`config.mk`:
```
export PLATFORM = sky130hd
export DESIGN_NAME = ifu_fetch
export DESIGN_NICKNAME = d
export VERILOG_FILES = /design/src/rtl/ifu_pkg.sv /design/src/rtl/ifu_perf_cnt.sv /design/src/rtl/ifu_fetch.sv
export SDC_FILE = /design/constraint.sdc
export NUM_CORES = 1
export LEC_CHECK = 0
export BUFFER_PORTS_ARGS = -buffer_cell sky130_fd_sc_hd__buf_2
export CORE_MARGIN = 2
export CORE_UTILIZATION = 50
export CTS_BUF_LIST = sky130_fd_sc_hd__clkbuf_16
export CTS_CLUSTER_DIAMETER = 30
export CTS_CLUSTER_SIZE = 14
export DETAILED_ROUTE_END_ITERATION = 16
export GPL_ROUTABILITY_DRIVEN = 0
export PLACE_DENSITY = 0.86
export SLEW_MARGIN = 15
export SYNTH_ARGS = -nofsm -noshare
export SYNTH_HDL_FRONTEND = slang
export SYNTH_HIERARCHICAL = 1
export SYNTH_SLANG_ARGS = --single-unit
export TNS_END_PERCENT = 5
```
`constraint.sdc`:
```
create_clock -name clock -period 3.6 [get_ports clock]
set_input_delay 0.72 -clock clock [delete_from_list [all_inputs] [get_ports clock]]
set_output_delay 0.72 -clock clock [all_outputs]
set_load 0.02 [all_outputs]
```
`src/rtl/ifu_pkg.sv`:
```
// Shared definitions for the instruction-fetch unit: reset PC default, fetch states, canonical NOP.
// Optional performance counters in ifu_fetch are enabled with the IFU_PERF_CNT_EN macro.
package ifu_pkg;

    localparam logic [31:0] IFU_RESET_PC = 32'h8000_0000;
    localparam logic [31:0] INST_NOP     = 32'h0000_0013;

    typedef enum logic {
        IDLE = 1'b0,
        RESP = 1'b1
    } ifu_state_e;

endpackage

```
`src/rtl/ifu_perf_cnt.sv`:
```
// Two free-running 64-bit event counters for the fetch unit: accepted instructions and stall cycles.
// Only instantiated when IFU_PERF_CNT_EN is defined.
module ifu_perf_cnt (
    input  logic        clock,
    input  logic        reset,
    input  logic        fire,
    input  logic        stall,
    output logic [63:0] fetch_cnt,
    output logic [63:0] stall_cnt
);

    // Both counters wrap silently at 2^64.
    always_ff @(posedge clock) begin
        if (reset) begin
            fetch_cnt <= 64'd0;
            stall_cnt <= 64'd0;
        end else begin
            if (fire) begin
                fetch_cnt <= fetch_cnt + 64'd1;
            end
            if (stall) begin
                stall_cnt <= stall_cnt + 64'd1;
            end
        end
    end

endmodule

```
`src/rtl/ifu_fetch.sv`:
```
// Instruction-fetch requester: one imem read per cycle, 1-cycle response tracking, redirect and backpressure.
// Define IFU_PERF_CNT_EN to add perf_fetch_cnt / perf_stall_cnt outputs.
module ifu_fetch
    import ifu_pkg::*;
#(
    parameter logic [31:0] RESET_PC = IFU_RESET_PC,
    parameter int          XLEN     = 32
) (
    input  logic            clock,
    input  logic            reset,
    output logic            imem_ren,
    output logic [XLEN-1:0] imem_raddr,
    input  logic [31:0]     imem_rdata,
    output logic            out_valid,
    input  logic            out_ready,
    output logic [XLEN-1:0] out_pc,
    output logic [31:0]     out_inst,
    input  logic            redirect_valid,
    input  logic [XLEN-1:0] redirect_pc,
    output logic            dbg_state
`ifdef IFU_PERF_CNT_EN
    ,
    output logic [63:0]     perf_fetch_cnt,
    output logic [63:0]     perf_stall_cnt
`endif
);

    localparam logic ST_IDLE = logic'(IDLE);
    localparam logic ST_RESP = logic'(RESP);

    logic            state_q;
    logic [XLEN-1:0] fetch_pc_q;
    logic [XLEN-1:0] resp_pc_q;
    logic [XLEN-1:0] issue_addr;
    logic            unused_redirect_lsb;

    assign unused_redirect_lsb = ^redirect_pc[1:0];

    // Handshake: out_valid/out_pc/out_inst transfer on a cycle where out_valid && out_ready; once raised,
    // out_valid holds with stable payload until that transfer, unless a redirect or reset kills it.
    assign issue_addr = redirect_valid ? {redirect_pc[XLEN-1:2], 2'b00} : fetch_pc_q;
    assign imem_ren   = !reset && (state_q == ST_IDLE || out_ready || redirect_valid);
    assign imem_raddr = reset ? RESET_PC : issue_addr;
    assign out_valid  = !reset && (state_q == ST_RESP) && !redirect_valid;
    assign out_pc     = resp_pc_q;
    assign out_inst   = imem_rdata;
    assign dbg_state  = state_q;

    // Without an issue the RAM keeps its rdata, so holding resp_pc keeps the presented pair stable.
    always_ff @(posedge clock) begin
        if (reset) begin
            state_q    <= ST_IDLE;
            fetch_pc_q <= RESET_PC;
            resp_pc_q  <= RESET_PC;
        end else if (imem_ren) begin
            state_q    <= ST_RESP;
            resp_pc_q  <= issue_addr;
            fetch_pc_q <= issue_addr + XLEN'(4);
        end
    end

`ifdef IFU_PERF_CNT_EN
    ifu_perf_cnt u_perf_cnt (
        .clock     (clock),
        .reset     (reset),
        .fire      (out_valid && out_ready),
        .stall     (out_valid && !out_ready),
        .fetch_cnt (perf_fetch_cnt),
        .stall_cnt (perf_stall_cnt)
    );
`endif

endmodule
```
# [Word-level counts from Yosys, hierarchy flattened]
# Index checks and enable logic that the tools add are counted.
[totals] out_inout_bits=99 in_bits=68 ff_bits=65 elab_cells=14
[op_classes] n_addsub=1 bitwise=1 muxes=2 n_reduce_logical=7
[ops] cell="32-bit two-way mux" n=2
[ops] cell="32-bit by 3-bit adder with 32-bit output (second input constant)" n=1
[ops] cell="1-bit logical AND" n=3
[ops] cell="1-bit logical NOT" n=2
[ops] cell="1-bit logical OR" n=2
[ops] cell="1-bit inverter" n=1

# [Logic depth before layout (Yosys ltp)]
[logic_depth] word_depth=4 ltp_mapped=13

# [Worst setup path after synthesis]
# Ideal clock, no wire load.
[synth_path] path_type="in2reg" start="in redirect_valid" end="reg fetch_pc_q[26]" cell_stages=13 arrival_time_ns=2.853 required_ns=3.466 path_slack_ns=0.613 cell_sequence="buf_4 buf_4 buf_2 buf_2 mux2i_1 inv_1 ha_1 nand4b_1 nand2_2 nand3_2 o31a_1 o31ai_1 a21oi_1"
[synth_via] elab_chain_len=2
[synth_lines] element="start, declared" line_no="ifu_fetch.sv:18" text="input logic redirect_valid,"
[synth_lines] element="32-bit two-way mux" line_no="ifu_fetch.sv:41" text="assign issue_addr = redirect_valid ? {redirect_pc[XLEN-1:2], 2'b00} : fetch_pc_q;"
[synth_lines] element="named net issue_addr[3]" line_no="ifu_fetch.sv:34" text="logic [XLEN-1:0] issue_addr;"
[synth_lines] element="32-bit by 3-bit adder with 32-bit output" line_no="ifu_fetch.sv:58" text="fetch_pc_q <= issue_addr + XLEN'(4);"
[synth_lines] element="end signal, assigned" line_no="ifu_fetch.sv:58"
[synth_lines] element="end, declared" line_no="ifu_fetch.sv:32" text="logic [XLEN-1:0] fetch_pc_q;"
# The timed path passes the listed nets, and every way through them passes these cells.
# A chain may end at the register's enable or synchronous reset.

# [Worst setup path after layout]
[layout_path] start="in redirect_valid" end="out imem_raddr[19]"
[layout_via] elab_chain_len=2
[layout_lines] element="32-bit two-way mux" line_no="ifu_fetch.sv:41"
[layout_lines] element="32-bit two-way mux" line_no="ifu_fetch.sv:43" text="assign imem_raddr = reset ? RESET_PC : issue_addr;"
[layout_lines] element="end, declared" line_no="ifu_fetch.sv:12" text="output logic [XLEN-1:0] imem_raddr,"
# Every way passes these cells.

==> impl_metrics.py <==
metrics = {
    "outcome": {
        "status": "completed",
    },
    "synth": {
        "synth_xor_area_share_pct": 6.85,
        "yosys.area_share.simple_pct": 29.6,
        "yosys-mux-area-fraction_pct": 7.45,
        "syn-num-nets": 625,
        "synth_ff_type": "dfxtp_1",
        "syn_area_um2": 4350,
        "ys_async_sr_fraction_pct": 0,
        "ys_warn_count": 6,
        "synth_cell_type_count": 60,
        "synth-edff-count": 0,
        "seq_area_frac_synth_pct": 29.0,
        "syn_area_per_cell_um2": 7.82,
        "synth_top_family_by_area": "simple AND/OR/NAND/NOR gates",
        "netlist_instances": 556,
        "synth-compound-area-share_pct": 16.7,
        "synthAdderAreaFrac_pct": 0.288,
        "ys_ff_latch": 63,
    },
    "clock_tree": {
        "cts_setup_buffers": 0,
        "cts_max_path_buffers": 2,
        "htreeDepth": 3,
        "cts_tree": "built",
        "cts_resized": 0,
        "cts_hold_buf": 0,
        "worst_skew_pair.late_latency_ns": 0.33,
        "cts-root-buf": "clkbuf_16",
        "cts_buffers": 9,
        "cts.sinks": 63,
        "clk_pin_slew_ns": 0.06,
    },
    "finish": {
        "stdcell_count": 723,
        "diodes": 0,
        "fin_area_um2": 4940,
        "nFillCells": 785,
        "syn2layout_area_growth_pct": 13.6,
        "nets": 679,
        "drive_above_1_share_pct": 26.3,
    },
    "route": {
        "vias": 4232,
        "routed.top_layer": "met4",
        "wl_um": 11600,
        "first_pass_iters": 5,
        "viasPerCell": 5.85,
        "drtIter0Drc": 279,
        "ant_nets": 0,
        "wl_met1_um": 4770,
        "wl_per_cell_um": 16.1,
        "wl_met3_um": 858,
        "drc": 0,
        "routed-wl-met2_um": 5810,
    },
    "pwr": {
        "leakagePower_nw": 2.19,
        "ir_worst_vdd_v": 0.000193,
        "power_density_nw_per_um2": 402,
    },
    "min_path": {
        "hp-start": "out_pc[24]",
        "hold_path_class": "flop to flop",
        "min_path_cells": 2,
    },
    "timing": {
        "finalSetupViolations": 0,
        "slew_headroom_pct": 62.9,
        "fmax_mhz": 340,
        "final-max-slew-violation-count": 0,
        "tns_ns": 0,
        "hold_viol": 0,
        "rsz0062_at_grt": "false",
        "setup_ws_ns": 0.659,
        "finClkSkew_ns": 0.00592,
        "worstMarginPinSlew_ns": 0.557,
        "period_minus_slack_ns": 2.94,
        "finalCritPeriodShare_pct": 81.7,
    },
    "floorplan": {
        "die_y_um": 97.3,
        "fp.coreArea_um2": 8590,
        "rows": 34,
        "pin_count": 167,
        "dieArea_um2": 9460,
        "start_util_pct": 50.6,
        "fp.dieW_um": 97.3,
    },
    "critical_path": {
        "cp-start-kind": "input pin",
        "r2r_slack_ns": 1.30,
        "path_max_fanout": 59,
        "worstReg2RegStart": "fetch_pc_q[2]",
        "worst-setup-path-type": "input pin to output port",
        "r2r_cells": 8,
        "worstPathRequired_ns": 2.88,
        "crit_path_end_kind": "output port",
        "arrival_ns": 2.22,
        "setup.worst_path.start": "redirect_valid",
    },
    "grt": {
        "grt_pass1_wl_um": 19400,
        "track_usage_pct": 24.7,
        "grt-ovfl-total": 0,
        "grt_pass1_vias": 4061,
        "grt_max_degree": 60,
        "antenna_found_initial": 0,
    },
    "job": {
        "drv_cap": 0,
    },
    "place": {
        "place_inst": 707,
        "dpl_worst_slack_ns": 0.575,
        "place.detailed.hpwl_um": 8050,
        "dpl-instance-area_um2": 4670,
        "portBuffers": 100,
    },
}
## logic make-up (layout without fill, tap and decap cells)
group / after synthesis / after routing
buffers and inverters: 73 / 132
flip-flops: 63 / 63
AND/OR/NAND/NOR: 247 / 247
XOR/XNOR: 34 / 34
AO/OA/AOI/OAI: 106 / 106
multiplexers: 32 / 32
adder cells (fa/ha/maj): 1 / 1
## cell usage in the layout, fill, tap and decap left out, types with 3 or more instances in the layout
master and count:
a211oi_1 17, a21oi_1 53, a22oi_4 5, and2_1 10
and3_1 4, buf_2 99, buf_4 13, clkbuf_16 9
clkinvlp_4 4, dfxtp_1 63, mux2_2 3, mux2i_1 29
nand2_1 75, nand2b_1 3, nand3_1 15, nand3_2 4
nand3b_1 5, nand4_1 14, nor2_1 78, nor3_1 9
nor4_1 7, o21ai_0 8, o31ai_1 3, xnor2_1 26
xor2_1 8
## final timing paths
kind / to
max: imem_raddr[19]
min: out_pc[24]
max reg2reg: fetch_pc_q[28]
min reg2reg: out_pc[24]
## through the flow
step	total power, W	hold WS, ns	util, %
final	0.00199	0.480	57.5
after global routing	0.00208	0.500	57.5
after detailed placement	0.00120	0.466	54.3
after global placement	0.00118	0.451	54.3
after floorplan	0.00112	0.445	-
after CTS	0.00199	0.479	57.5
## per-layer routing
metal / GRT usage [%] / up-vias
li1: - / 2017
met5: 0 / -
met4: 8.97 / 0
met3: 5.32 / 29
met1: 30.6 / 1993
met2: 42.3 / 193
## final cells by class
| cell class | instances | area (um2) | area share [%] |
|---|---|---|---|
| Clock buffer | 9 | 225 | 4.56 |
| Tap cell | 108 | 135 | 2.73 |
| Inverter | 3 | 11.3 | 0.228 |
| Clock inverter | 7 | 48.8 | 0.988 |
| Sequential cell | 63 | 1260 | 25.5 |
| Timing Repair Buffer | 113 | 613 | 12.4 |
| Multi-Input combinational cell | 420 | 2650 | 53.6 |
## sequential cells by signal, summed over array words and instances, names as in the netlist
name,flops
fetch_pc_q,32
out_pc,30
dbg_state,1
## critical path, cell delays in order
cell     delay [ns]
buf_4          0.39
buf_12         0.33
mux2i_1        0.51
nor2_1         0.07
buf_2          0.18
## synthesized netlist by cell type (all sizes together), types with 2 or more instances
library cell	number	share of area, %
nand2	76	6.6
and2	10	1.4
nand2b	3	0.43
nor4	9	1.6
a22oi	7	2.8
clkbuf	12	1.0
buf	58	8.9
dfxtp	63	29
mux2i	29	6.7
o31ai	3	0.52
nand3	19	2.6
xor2	8	1.6
xnor2	26	5.2
nand4b	4	1.5
nand4	17	3.1
a31oi	2	0.29
nor2	80	7.0
and3	4	0.58
mux2	3	0.78
inv	2	0.17
o31a	2	0.40
nor3	11	1.5
a211oi	18	3.2
a21o	2	0.35
a21oi	54	6.3
nand3b	9	2.3
o21ai	9	1.0
a311o	2	0.46
## power breakdown
group          total [W]  switching (W)  leakage (nW)  internal (W)
logic           0.000398       0.000251          1.54      0.000148
registers       0.000791      0.0000455         0.521      0.000746
clock network   0.000796       0.000331         0.124      0.000465
Note: power is estimated with default switching activity, not from simulation.
